`config.mk`:
```
export PLATFORM = sky130hd
export DESIGN_NAME = cpc_backplane_ctrl
export DESIGN_NICKNAME = d
export VERILOG_FILES = /design/src/rtl/cpc_bp_pkg.sv /design/src/rtl/cpc_bp_rr_arb.sv /design/src/rtl/cpc_backplane_ctrl.sv
export SDC_FILE = /design/constraint.sdc
export NUM_CORES = 1
export LEC_CHECK = 0
export CAP_MARGIN = 20
export CORE_UTILIZATION = 40
export DETAILED_ROUTE_END_ITERATION = 10
export PLACE_DENSITY = 0.62
export REMOVE_ABC_BUFFERS = 1
export SYNTH_ARGS = -nofsm -noshare
export SYNTH_HDL_FRONTEND = slang
export SYNTH_SLANG_ARGS = --single-unit
```
`constraint.sdc`:
```
create_clock -name i_clk -period 2.8 [get_ports i_clk]
set_input_delay 0.56 -clock i_clk [delete_from_list [all_inputs] [get_ports i_clk]]
set_output_delay 0.56 -clock i_clk [all_outputs]
set_load 0.02 [all_outputs]
```
`src/rtl/cpc_bp_pkg.sv`:
```
// Shared state encodings, parameter defaults and small helpers for the
// expansion-slot backplane controller.
package cpc_bp_pkg;

  localparam int NSLOTS_DEFAULT         = 4;
  localparam int STAGGER_CYCLES_DEFAULT = 4000;
  localparam int RSTHOLD_CYCLES_DEFAULT = 1024;

  typedef enum logic [1:0] {
    SEQ_OFF      = 2'd0,
    SEQ_PWR_STEP = 2'd1,
    SEQ_RST_HOLD = 2'd2,
    SEQ_RUN      = 2'd3
  } seq_state_e;

  typedef enum logic {
    ARB_IDLE  = 1'b0,
    ARB_GRANT = 1'b1
  } arb_state_e;

  // Index of the set bit in a one-hot vector (zero when empty)
  function automatic logic [3:0] oh_to_idx(input logic [7:0] oh);
    logic [3:0] idx;
    idx = 4'd0;
    for (int k = 0; k < 8; k++) begin
      idx = idx | (oh[k] ? 4'(k) : 4'd0);
    end
    return idx;
  endfunction

endpackage

```
`src/rtl/cpc_bp_rr_arb.sv`:
```
// Round-robin selector: first requester at or after the pointer, wrapping
// around the slot range. Purely combinational.
module cpc_bp_rr_arb
  import cpc_bp_pkg::*;
#(
  parameter int NSLOTS = NSLOTS_DEFAULT,
  parameter int PW     = 2
) (
  input  logic [NSLOTS-1:0] i_req,
  input  logic [PW-1:0]     i_ptr,
  output logic [NSLOTS-1:0] o_gnt,
  output logic              o_valid
);

  // Two ascending passes: slots at/after the pointer first, then the wrap-around
  always_comb begin : p_select
    logic w_hit;
    o_gnt   = '0;
    o_valid = 1'b0;
    w_hit   = 1'b0;
    for (int k = 0; k < NSLOTS; k++) begin
      w_hit    = i_req[k] & ~o_valid & (int'(i_ptr) <= k);
      o_gnt[k] = o_gnt[k] | w_hit;
      o_valid  = o_valid | w_hit;
    end
    for (int k = 0; k < NSLOTS; k++) begin
      w_hit    = i_req[k] & ~o_valid & (int'(i_ptr) > k);
      o_gnt[k] = o_gnt[k] | w_hit;
      o_valid  = o_valid | w_hit;
    end
  end

endmodule

```
`src/rtl/cpc_backplane_ctrl.sv`:
```
// Backplane controller: staggered slot power-up, slot reset release, sticky
// fault latching, ROMDIS/RAMDIS aggregation and round-robin bus-request routing.
module cpc_backplane_ctrl
  import cpc_bp_pkg::*;
#(
  parameter int NSLOTS         = NSLOTS_DEFAULT,
  parameter int STAGGER_CYCLES = STAGGER_CYCLES_DEFAULT,
  parameter int RSTHOLD_CYCLES = RSTHOLD_CYCLES_DEFAULT
) (
  input  logic              i_clk,
  input  logic              i_reset_b,
  input  logic [NSLOTS-1:0] i_slot_present,
  input  logic [NSLOTS-1:0] i_slot_fault,
  input  logic [NSLOTS-1:0] i_slot_romdis,
  input  logic [NSLOTS-1:0] i_slot_ramdis,
  input  logic [NSLOTS-1:0] i_slot_busrq_b,
  input  logic              i_busack_b,
  output logic [NSLOTS-1:0] o_slot_pwr_en,
  output logic [NSLOTS-1:0] o_slot_busack_b,
  output logic              o_busrq_b,
  output logic              o_romdis,
  output logic              o_ramdis,
  output logic              o_slot_reset_b,
  output logic              o_ready,
  output logic [NSLOTS-1:0] o_fault_flags
);

  localparam int MAX_CYCLES = (STAGGER_CYCLES > RSTHOLD_CYCLES) ? STAGGER_CYCLES : RSTHOLD_CYCLES;
  localparam int CW = $clog2(MAX_CYCLES + 1);
  localparam int IW = $clog2(NSLOTS + 1);
  localparam int PW = (NSLOTS > 1) ? $clog2(NSLOTS) : 1;
  localparam logic [CW-1:0] STAGGER_LOAD = CW'(STAGGER_CYCLES - 1);
  localparam logic [CW-1:0] RSTHOLD_LOAD = CW'(RSTHOLD_CYCLES - 1);

  seq_state_e        r_seq;
  arb_state_e        r_arb;
  logic [IW-1:0]     r_idx;
  logic [CW-1:0]     r_cnt;
  logic [NSLOTS-1:0] r_fault_s1;
  logic [NSLOTS-1:0] r_fault_s2;
  logic [NSLOTS-1:0] r_fault_flags;
  logic [NSLOTS-1:0] r_pwr_en;
  logic [NSLOTS-1:0] r_gnt;
  logic [PW-1:0]     r_ptr;
  logic              r_busrq_b;

  logic [NSLOTS-1:0] w_eligible;
  logic [NSLOTS-1:0] w_pwr_set;
  logic [NSLOTS-1:0] w_mask;
  logic [NSLOTS-1:0] w_req;
  logic [NSLOTS-1:0] w_gnt;
  logic              w_found;
  logic              w_step_fire;
  logic              w_valid;
  logic              w_gnt_req;
  logic              w_gnt_fault;
  logic [IW-1:0]     w_sel;
  logic [3:0]        w_gnt_idx;
  logic [PW-1:0]     w_next_ptr;

  assign w_eligible  = i_slot_present & ~r_fault_flags;
  assign w_step_fire = (r_seq == SEQ_PWR_STEP) && (r_cnt == '0) && w_found;

  // Next slot to power: lowest eligible index not yet visited
  always_comb begin : p_next_slot
    logic w_hit;
    w_found = 1'b0;
    w_sel   = '0;
    w_hit   = 1'b0;
    for (int k = 0; k < NSLOTS; k++) begin
      w_hit   = w_eligible[k] & ~w_found & (IW'(k) >= r_idx);
      w_found = w_found | w_hit;
      w_sel   = w_hit ? IW'(k) : w_sel;
    end
  end

  // One-hot power-enable request for the slot being stepped in this cycle
  always_comb begin
    w_pwr_set = '0;
    for (int k = 0; k < NSLOTS; k++) begin
      w_pwr_set[k] = w_step_fire & (w_sel == IW'(k));
    end
  end

  // Power/reset sequencer; the counter doubles as stagger and reset-hold timer
  always_ff @(posedge i_clk) begin
    if (!i_reset_b) begin
      r_seq <= SEQ_OFF;
      r_idx <= '0;
      r_cnt <= '0;
    end else begin
      case (r_seq)
        SEQ_OFF: begin
          r_seq <= SEQ_PWR_STEP;
          r_idx <= '0;
          r_cnt <= '0;
        end
        SEQ_PWR_STEP: begin
          if (r_cnt != '0) begin
            r_cnt <= r_cnt - CW'(1);
          end else if (w_found) begin
            r_idx <= w_sel + IW'(1);
            r_cnt <= STAGGER_LOAD;
          end else begin
            r_seq <= SEQ_RST_HOLD;
            r_cnt <= RSTHOLD_LOAD;
          end
        end
        SEQ_RST_HOLD: begin
          if (r_cnt != '0) begin
            r_cnt <= r_cnt - CW'(1);
          end else begin
            r_seq <= SEQ_RUN;
          end
        end
        SEQ_RUN: begin
          r_seq <= SEQ_RUN;
        end
        default: begin
          r_seq <= SEQ_OFF;
          r_idx <= '0;
          r_cnt <= '0;
        end
      endcase
    end
  end

  // Fault synchroniser, sticky fault flags and per-slot power enables
  always_ff @(posedge i_clk) begin
    if (!i_reset_b) begin
      r_fault_s1    <= '0;
      r_fault_s2    <= '0;
      r_fault_flags <= '0;
      r_pwr_en      <= '0;
    end else begin
      r_fault_s1    <= i_slot_fault;
      r_fault_s2    <= r_fault_s1;
      r_fault_flags <= r_fault_flags | r_fault_s2;
      r_pwr_en      <= (r_pwr_en | w_pwr_set) & ~(r_fault_s2 | r_fault_flags);
    end
  end

  // Disable lines stay combinational: they sit on the CPU's memory-decode path
  assign w_mask   = r_pwr_en & ~r_fault_flags;
  assign o_romdis = |(i_slot_romdis & w_mask);
  assign o_ramdis = |(i_slot_ramdis & w_mask);
  assign w_req    = ~i_slot_busrq_b & w_mask;

  cpc_bp_rr_arb #(
    .NSLOTS (NSLOTS),
    .PW     (PW)
  ) u_rr_arb (
    .i_req   (w_req),
    .i_ptr   (r_ptr),
    .o_gnt   (w_gnt),
    .o_valid (w_valid)
  );

  // Pointer moves to the slot after the one just granted
  always_comb begin
    w_gnt_idx  = oh_to_idx(8'(w_gnt));
    w_next_ptr = (int'(w_gnt_idx) + 1 >= NSLOTS) ? '0 : PW'(int'(w_gnt_idx) + 1);
  end

  assign w_gnt_req   = |(r_gnt & w_req);
  assign w_gnt_fault = |(r_gnt & (r_fault_s2 | r_fault_flags));

  // Bus arbiter; a faulting holder drops BUSRQ_B at once but keeps GRANT until the CPU lets go
  always_ff @(posedge i_clk) begin
    if (!i_reset_b) begin
      r_arb     <= ARB_IDLE;
      r_ptr     <= '0;
      r_gnt     <= '0;
      r_busrq_b <= 1'b1;
    end else begin
      case (r_arb)
        ARB_IDLE: begin
          if ((r_seq == SEQ_RUN) && w_valid) begin
            r_arb     <= ARB_GRANT;
            r_gnt     <= w_gnt;
            r_busrq_b <= 1'b0;
            r_ptr     <= w_next_ptr;
          end else begin
            r_gnt     <= '0;
            r_busrq_b <= 1'b1;
          end
        end
        ARB_GRANT: begin
          if (!w_gnt_req && i_busack_b) begin
            r_arb     <= ARB_IDLE;
            r_gnt     <= '0;
            r_busrq_b <= 1'b1;
          end else if (w_gnt_fault) begin
            r_busrq_b <= 1'b1;
          end else begin
            r_busrq_b <= r_busrq_b;
          end
        end
        default: begin
          r_arb     <= ARB_IDLE;
          r_gnt     <= '0;
          r_busrq_b <= 1'b1;
        end
      endcase
    end
  end

  assign o_slot_busack_b = ~(r_gnt & ~r_fault_flags &
                             {NSLOTS{(r_arb == ARB_GRANT) & ~i_busack_b}});
  assign o_busrq_b       = r_busrq_b;
  assign o_slot_pwr_en   = r_pwr_en;
  assign o_fault_flags   = r_fault_flags;
  assign o_ready         = (r_seq == SEQ_RUN);
  assign o_slot_reset_b  = (r_seq == SEQ_RUN);

endmodule

```
Word level (Yosys, flattened, before mapping). Index checks and enable logic that the tools add are counted.

Add/sub/neg operators: 3. Order comparisons: 11. Equality and inequality tests: 13. Muxes and demuxes: 28. Bitwise operators: 65. Reduce and logical (&&, ||, !) cells: 19.

Operators by type and width (count): AND 4 bit (10); 2-to-1 mux 12 bit (3); one-hot mux 12 bit (3 select lines) (1); greater-or-equal comparator 32 x 4 -> 1 bit, second input constant (1); AND 1 bit (24); 2-to-1 mux 2 bit (8); NOT 4 bit (4); OR reduction 4 bit (4); logical NOT 12 bit (1); OR 1 bit (12); nonzero test 12 bit (1); subtractor 12 x 1 -> 12 bit, second input constant (1); NOT 1 bit (11); != test 2 bit, second input constant (5); equality test 2 bit, second input constant (4); 2-to-1 mux 4 bit (2); OR 4 bit (2); one-hot mux 2 bit (4 select lines) (1); one-hot mux 4 bit (2 select lines) (1); 2-to-1 mux 1 bit (7); adder 2 x 1 -> 3 bit, second input constant (2); greater-or-equal comparator 1 x 3 -> 1 bit, first input constant (2); greater-or-equal comparator 2 x 3 -> 1 bit, first input constant (2); 2-to-1 mux 3 bit (2); 19 further kinds (28).

Register bits: 41. Output and inout port bits: 17. Word-level logic and storage cells: 150.

Longest topological paths before layout.
Word-level depth: 33. Mapped depth: 8. Gate-level depth less buffers: 8.

Hierarchy. From an unflattened synthesis, not the netlist that was laid out.

Cells, all modules: 269. Area, all modules: 2240.9 um^2.

Modules (own cells, without submodules): cpc_backplane_ctrl (instances 1, cells an instance 251, area each 2127.0 um^2, sequential area each 820.8 um^2); cpc_bp_rr_arb (instances 1, cells an instance 18, area each 113.9 um^2, sequential area each 0.0 um^2).

Least setup slack after synthesis. Ideal clock, no wire load.

Path kind: flip-flop to flip-flop. Start point: register r_cnt[0]. End point: register r_cnt[5]. Library setup time: 0.117 ns. Arrival time: 2.033 ns. Required time: 2.683 ns. Slack: 0.649 ns. Cell stages (with the launch flop): 8. Path buffers: 0. Path through: dfxtp_1 -> inv_1 -> ha_1 -> or3b_2 -> nor4_4 -> a21oi_1 -> a22o_1 -> a32o_1.

Cells in the longest elaborated chain, start to end: 3. Elaborated cells between the ends (all ways): 7. Those cells by class: add/sub: 1; eq/ne: 1; mux: 3; reduce/logical: 2.

Ends and longest elaborated chain: start: declaration (line cpc_backplane_ctrl.sv:38) `logic [CW-1:0] r_cnt;`; start signal: assignment (line cpc_backplane_ctrl.sv:100) `r_cnt <= r_cnt - CW'(1);`; start signal: assignment (line cpc_backplane_ctrl.sv:111) `r_cnt <= r_cnt - CW'(1);`; subtractor 12 x 1 -> 12 bit or nonzero test 12 bit (tied branches); 2-to-1 mux 12 bit (tied with other cells) (line cpc_backplane_ctrl.sv:110) `if (r_cnt != '0) begin`; one-hot mux 12 bit (3 select lines) or AND reduction 2 bit (tied branches).

Several ways; a longest one is shown, not always the timed one. The select of a mux whose other input is x is not followed. A chain may end at the register's enable or synchronous reset.

Worst setup path in the final report.
Start point: input i_busack_b. End point: output o_slot_busack_b[3].

Cells in the longest elaborated chain, start to end: 4.

Ends and longest elaborated chain: start: declaration (line cpc_backplane_ctrl.sv:17) `input logic i_busack_b,`; NOT 1 bit (line cpc_backplane_ctrl.sv:209) `{NSLOTS{(r_arb == ARB_GRANT) & ~i_busack_b}});`; AND 1 bit (line cpc_backplane_ctrl.sv:209); AND 4 bit (line cpc_backplane_ctrl.sv:208) `assign o_slot_busack_b = ~(r_gnt & ~r_fault_flags &`; NOT 4 bit (line cpc_backplane_ctrl.sv:208); end: declaration (line cpc_backplane_ctrl.sv:19) `output logic [NSLOTS-1:0] o_slot_busack_b,`.

No other way between the ends.

==> qor.json <==
{
  "layout": {
    "final_cell_area_um2": 2889,
    "fraction_of_layout_instances_using_a_drive_strength_above_1_pct": 10.34,
    "synthToLayoutAreaGrowth_pct": 28.64,
    "fill_cells": 522,
    "stdcell_count": 389,
    "finish.utilization_pct": 54.82,
    "final-seq-area_um2": 820.8,
    "final_common_cell": "sky130_fd_sc_hd__dfxtp_1",
    "layout_common_cells": "sky130_fd_sc_hd__dfxtp_1 (41), sky130_fd_sc_hd__clkdlybuf4s50_1 (39), sky130_fd_sc_hd__a21oi_1 (23), sky130_fd_sc_hd__nor2_1 (23), sky130_fd_sc_hd__nand2_1 (18)",
    "multi_input_gate_area_in_the_final_layout_um2": 1308,
    "n_antenna_cell": 0,
    "final_nets": 352
  },
  "setup_path": {
    "timing.rr.end": "r_cnt[9]",
    "cp_data_arrival_time_ps": 1910,
    "worstRegToRegCells": 7,
    "critPathRequiredTime_ps": 2240,
    "reg2reg_setup_slack_ps": 440,
    "critical_path.endpoint_type": "output pin",
    "crit_fanout": 4,
    "r2r-start": "r_cnt[0]",
    "critical_path_class": "input port to output pin",
    "worst_setup_path_start_kind": "input port",
    "endpoint": "o_slot_busack_b[3]",
    "timing.critical_path.from": "i_busack_b"
  },
  "die": {
    "die_y_um": 76.93,
    "fp-row-count": 26,
    "die-width_um": 76.93,
    "initial_core_util_pct": 42.62,
    "ios": 40,
    "core_region_area_um2": 5270,
    "die_ar_um2": 5918
  },
  "clocking": {
    "cts_setup_buffers": 0,
    "cts_inserted_buffers": 5,
    "worst_setup_hold_path_clk_slew_ps": 80,
    "max-clock-path-buffers": 2,
    "cts.htree.levels": 2,
    "cts.root.buffer_cell": "sky130_fd_sc_hd__clkbuf_8",
    "post_cts.resized_instances": 0,
    "clk-insertion-delay-late_ps": 300,
    "cts_sinks": 41,
    "post_cts_hold_buffer_count": 0,
    "tritoncts": "done"
  },
  "placement": {
    "instance_count_after_placement_with_tap_cells_included": 381,
    "gp_congestion": 0.8488,
    "detailed_place.area_um2": 2769,
    "detailedPlace.worstSlack_ps": 205.9,
    "dp_hpwl_um": 4315,
    "port_buffers": 39
  },
  "timing": {
    "worst_clock_skew_ps": 8.408,
    "timing_max_transition_violations_final": 0,
    "setup_tns_ps": 0,
    "timing.final.ws_setup_ps": 332.5,
    "finalHoldViolations": 0,
    "worstMarginPinSlew_ps": 666.9,
    "setup_violations": 0,
    "final_period_minus_worst_setup_slack_ps": 2467,
    "unrepaired_setup_endpoints_after_global_routing": "no",
    "hold-worst-slack_ps": 436.2,
    "max_freq_mhz": 405.3,
    "post-route-period-util_pct": 88.12,
    "max_slew_margin_pct": 55.07
  },
  "route": {
    "drtIter0Drc": 82,
    "totalWireLength_um": 5717,
    "ant_nets": 0,
    "detailedRoute.firstPassIterationCount": 4,
    "via_count": 2142,
    "routed_wirelength_normalized_by_instance_count_um": 14.70,
    "routed_via_density": 5.506,
    "drt_drc_violations_left": 0
  },
  "global_route": {
    "groute.usage.overall_pct": 20.79,
    "grt_start_max_net_pins": 27,
    "globalRouteMet1Util_pct": 27.79,
    "grt_pass1_wl_um": 9791,
    "grt_antenna_before_repair": 0,
    "globalRouteOverflowTotal": 0,
    "grt.met3_usage_pct": 3.929,
    "met2_usage_pct": 32.77,
    "grt_pass1_vias": 2033,
    "grt.busiest_layer": "met2"
  },
  "flow_run": {
    "timing.max_cap.violations": 0
  },
  "power": {
    "power.sequential.fraction_pct": 30.3,
    "power_switching_mw": 1.060,
    "p_comb_share_pct": 50.4,
    "fraction_of_power_consumed_by_the_clock_network_pct": 19.2,
    "irDropWorstVdd_v": 0.0006778,
    "pwr_density_cell_nw_per_um2": 900.0,
    "internal_power_mw": 1.540,
    "switching_share_pct": 40.76,
    "lkg_pwr_nw": 1.100,
    "post-layout-total-power_mw": 2.600
  },
  "yosys": {
    "syn-instance-count": 270,
    "async_reset_ff_share_pct": 0,
    "synth-edff-count": 0,
    "sequential_fraction_of_the_synthesis_area_pct": 36.55,
    "synth.distinct_cells": 54,
    "yosys.area.top_type": "sky130_fd_sc_hd__dfxtp_1",
    "synthTopCellsByArea": "sky130_fd_sc_hd__dfxtp_1 (37%), sky130_fd_sc_hd__ha_1 (6.1%), sky130_fd_sc_hd__a21oi_1 (5.1%)",
    "avgSynthCellArea_um2": 8.318,
    "ys_ff_latch": 41,
    "syn-cell-area_um2": 2246,
    "yosys_warnings": 0,
    "yosys_most_used_dff": "sky130_fd_sc_hd__dfxtp_1",
    "post-synth-top-area-fraction_pct": 36.55
  },
  "status": {
    "status": "finished clean"
  },
  "hold_path": {
    "min_path_type": "flop to flop"
  }
}
[how the worst min path moves through the flow]
stage / from / to / slack, ps / depth (start not counted)
6_report: r_fault_s1[2] / r_fault_s2[2] / 440 / 1
5_1_grt: r_fault_s1[1] / r_fault_s2[1] / 450 / 1
4_1_cts: r_fault_s1[0] / r_fault_s2[0] / 440 / 1
3_5_place_dp: r_fault_s1[0] / r_fault_s2[0] / 420 / 1
3_3_place_gp: r_fault_s1[1] / r_fault_s2[1] / 410 / 1
2_1_floorplan: r_fault_s1[0] / r_fault_s2[0] / 410 / 1
[state kept, by name, summed over array words and instances, names as in the netlist]
register and flops:
o_busrq_b 1, r_cnt 12, r_seq 2, r_fault_s2 4, r_arb 1, o_slot_pwr_en 4
r_ptr 2, o_fault_flags 4, r_gnt 4, r_idx 3, r_fault_s1 4
[critical path, cell delays in order]
cell and delay, ps:
sky130_fd_sc_hd__clkdlybuf4s50_1 430, sky130_fd_sc_hd__nor2_1 240, sky130_fd_sc_hd__nand3_1 110, sky130_fd_sc_hd__clkdlybuf4s50_1 570
[Yosys cell counts, drive strengths merged (3+ instances only)]
| cell | number |
|---|---|
| dfxtp | 41 |
| a21oi | 24 |
| nor2 | 23 |
| nand2 | 18 |
| o21ai | 17 |
| inv | 15 |
| and2 | 11 |
| ha | 11 |
| a31oi | 9 |
| nand3 | 8 |
| nor4 | 8 |
| a22oi | 6 |
| buf | 5 |
| clkbuf | 5 |
| nor2b | 5 |
| o22ai | 5 |
| nand2b | 4 |
| nor3 | 4 |
| nor3b | 4 |
| o211ai | 4 |
| a21o | 3 |
| nand3b | 3 |
| o221a | 3 |
| or2 | 3 |
[power groups by stage]
stage | logic [mW] | clock network [mW] | registers [mW]
after global placement | 1.29 | 0 | 0.797
after CTS | 1.31 | 0.515 | 0.785
final | 1.31 | 0.500 | 0.789
after detailed placement | 1.31 | 0 | 0.798
after global routing | 1.49 | 0.533 | 0.807
after floorplan | 0.956 | 0 | 0.779
[layer usage]
layer	wire [um]	up-vias
met4	102	0
met2	2493	37
met5	0	-
met1	2923	998
met3	198	9
li1	-	1098
[kinds of logic after synthesis]
logic type / synth area share, %
fa+ha+maj: 6.128
flops: 36.55
compound gates: 26.41
mux: 0.8914
buf+inv: 5.236
simple gates: 24.79
[cell type report]
type	count	share of cell area, %
Tap cell	70	3.032
Inverter	16	2.079
Multi-Input combinational cell	203	45.26
Clock inverter	2	1.299
Sequential cell	41	28.41
Timing Repair Buffer	51	17.06
Clock buffer	6	2.858
Power figures use the tool's default switching activity.
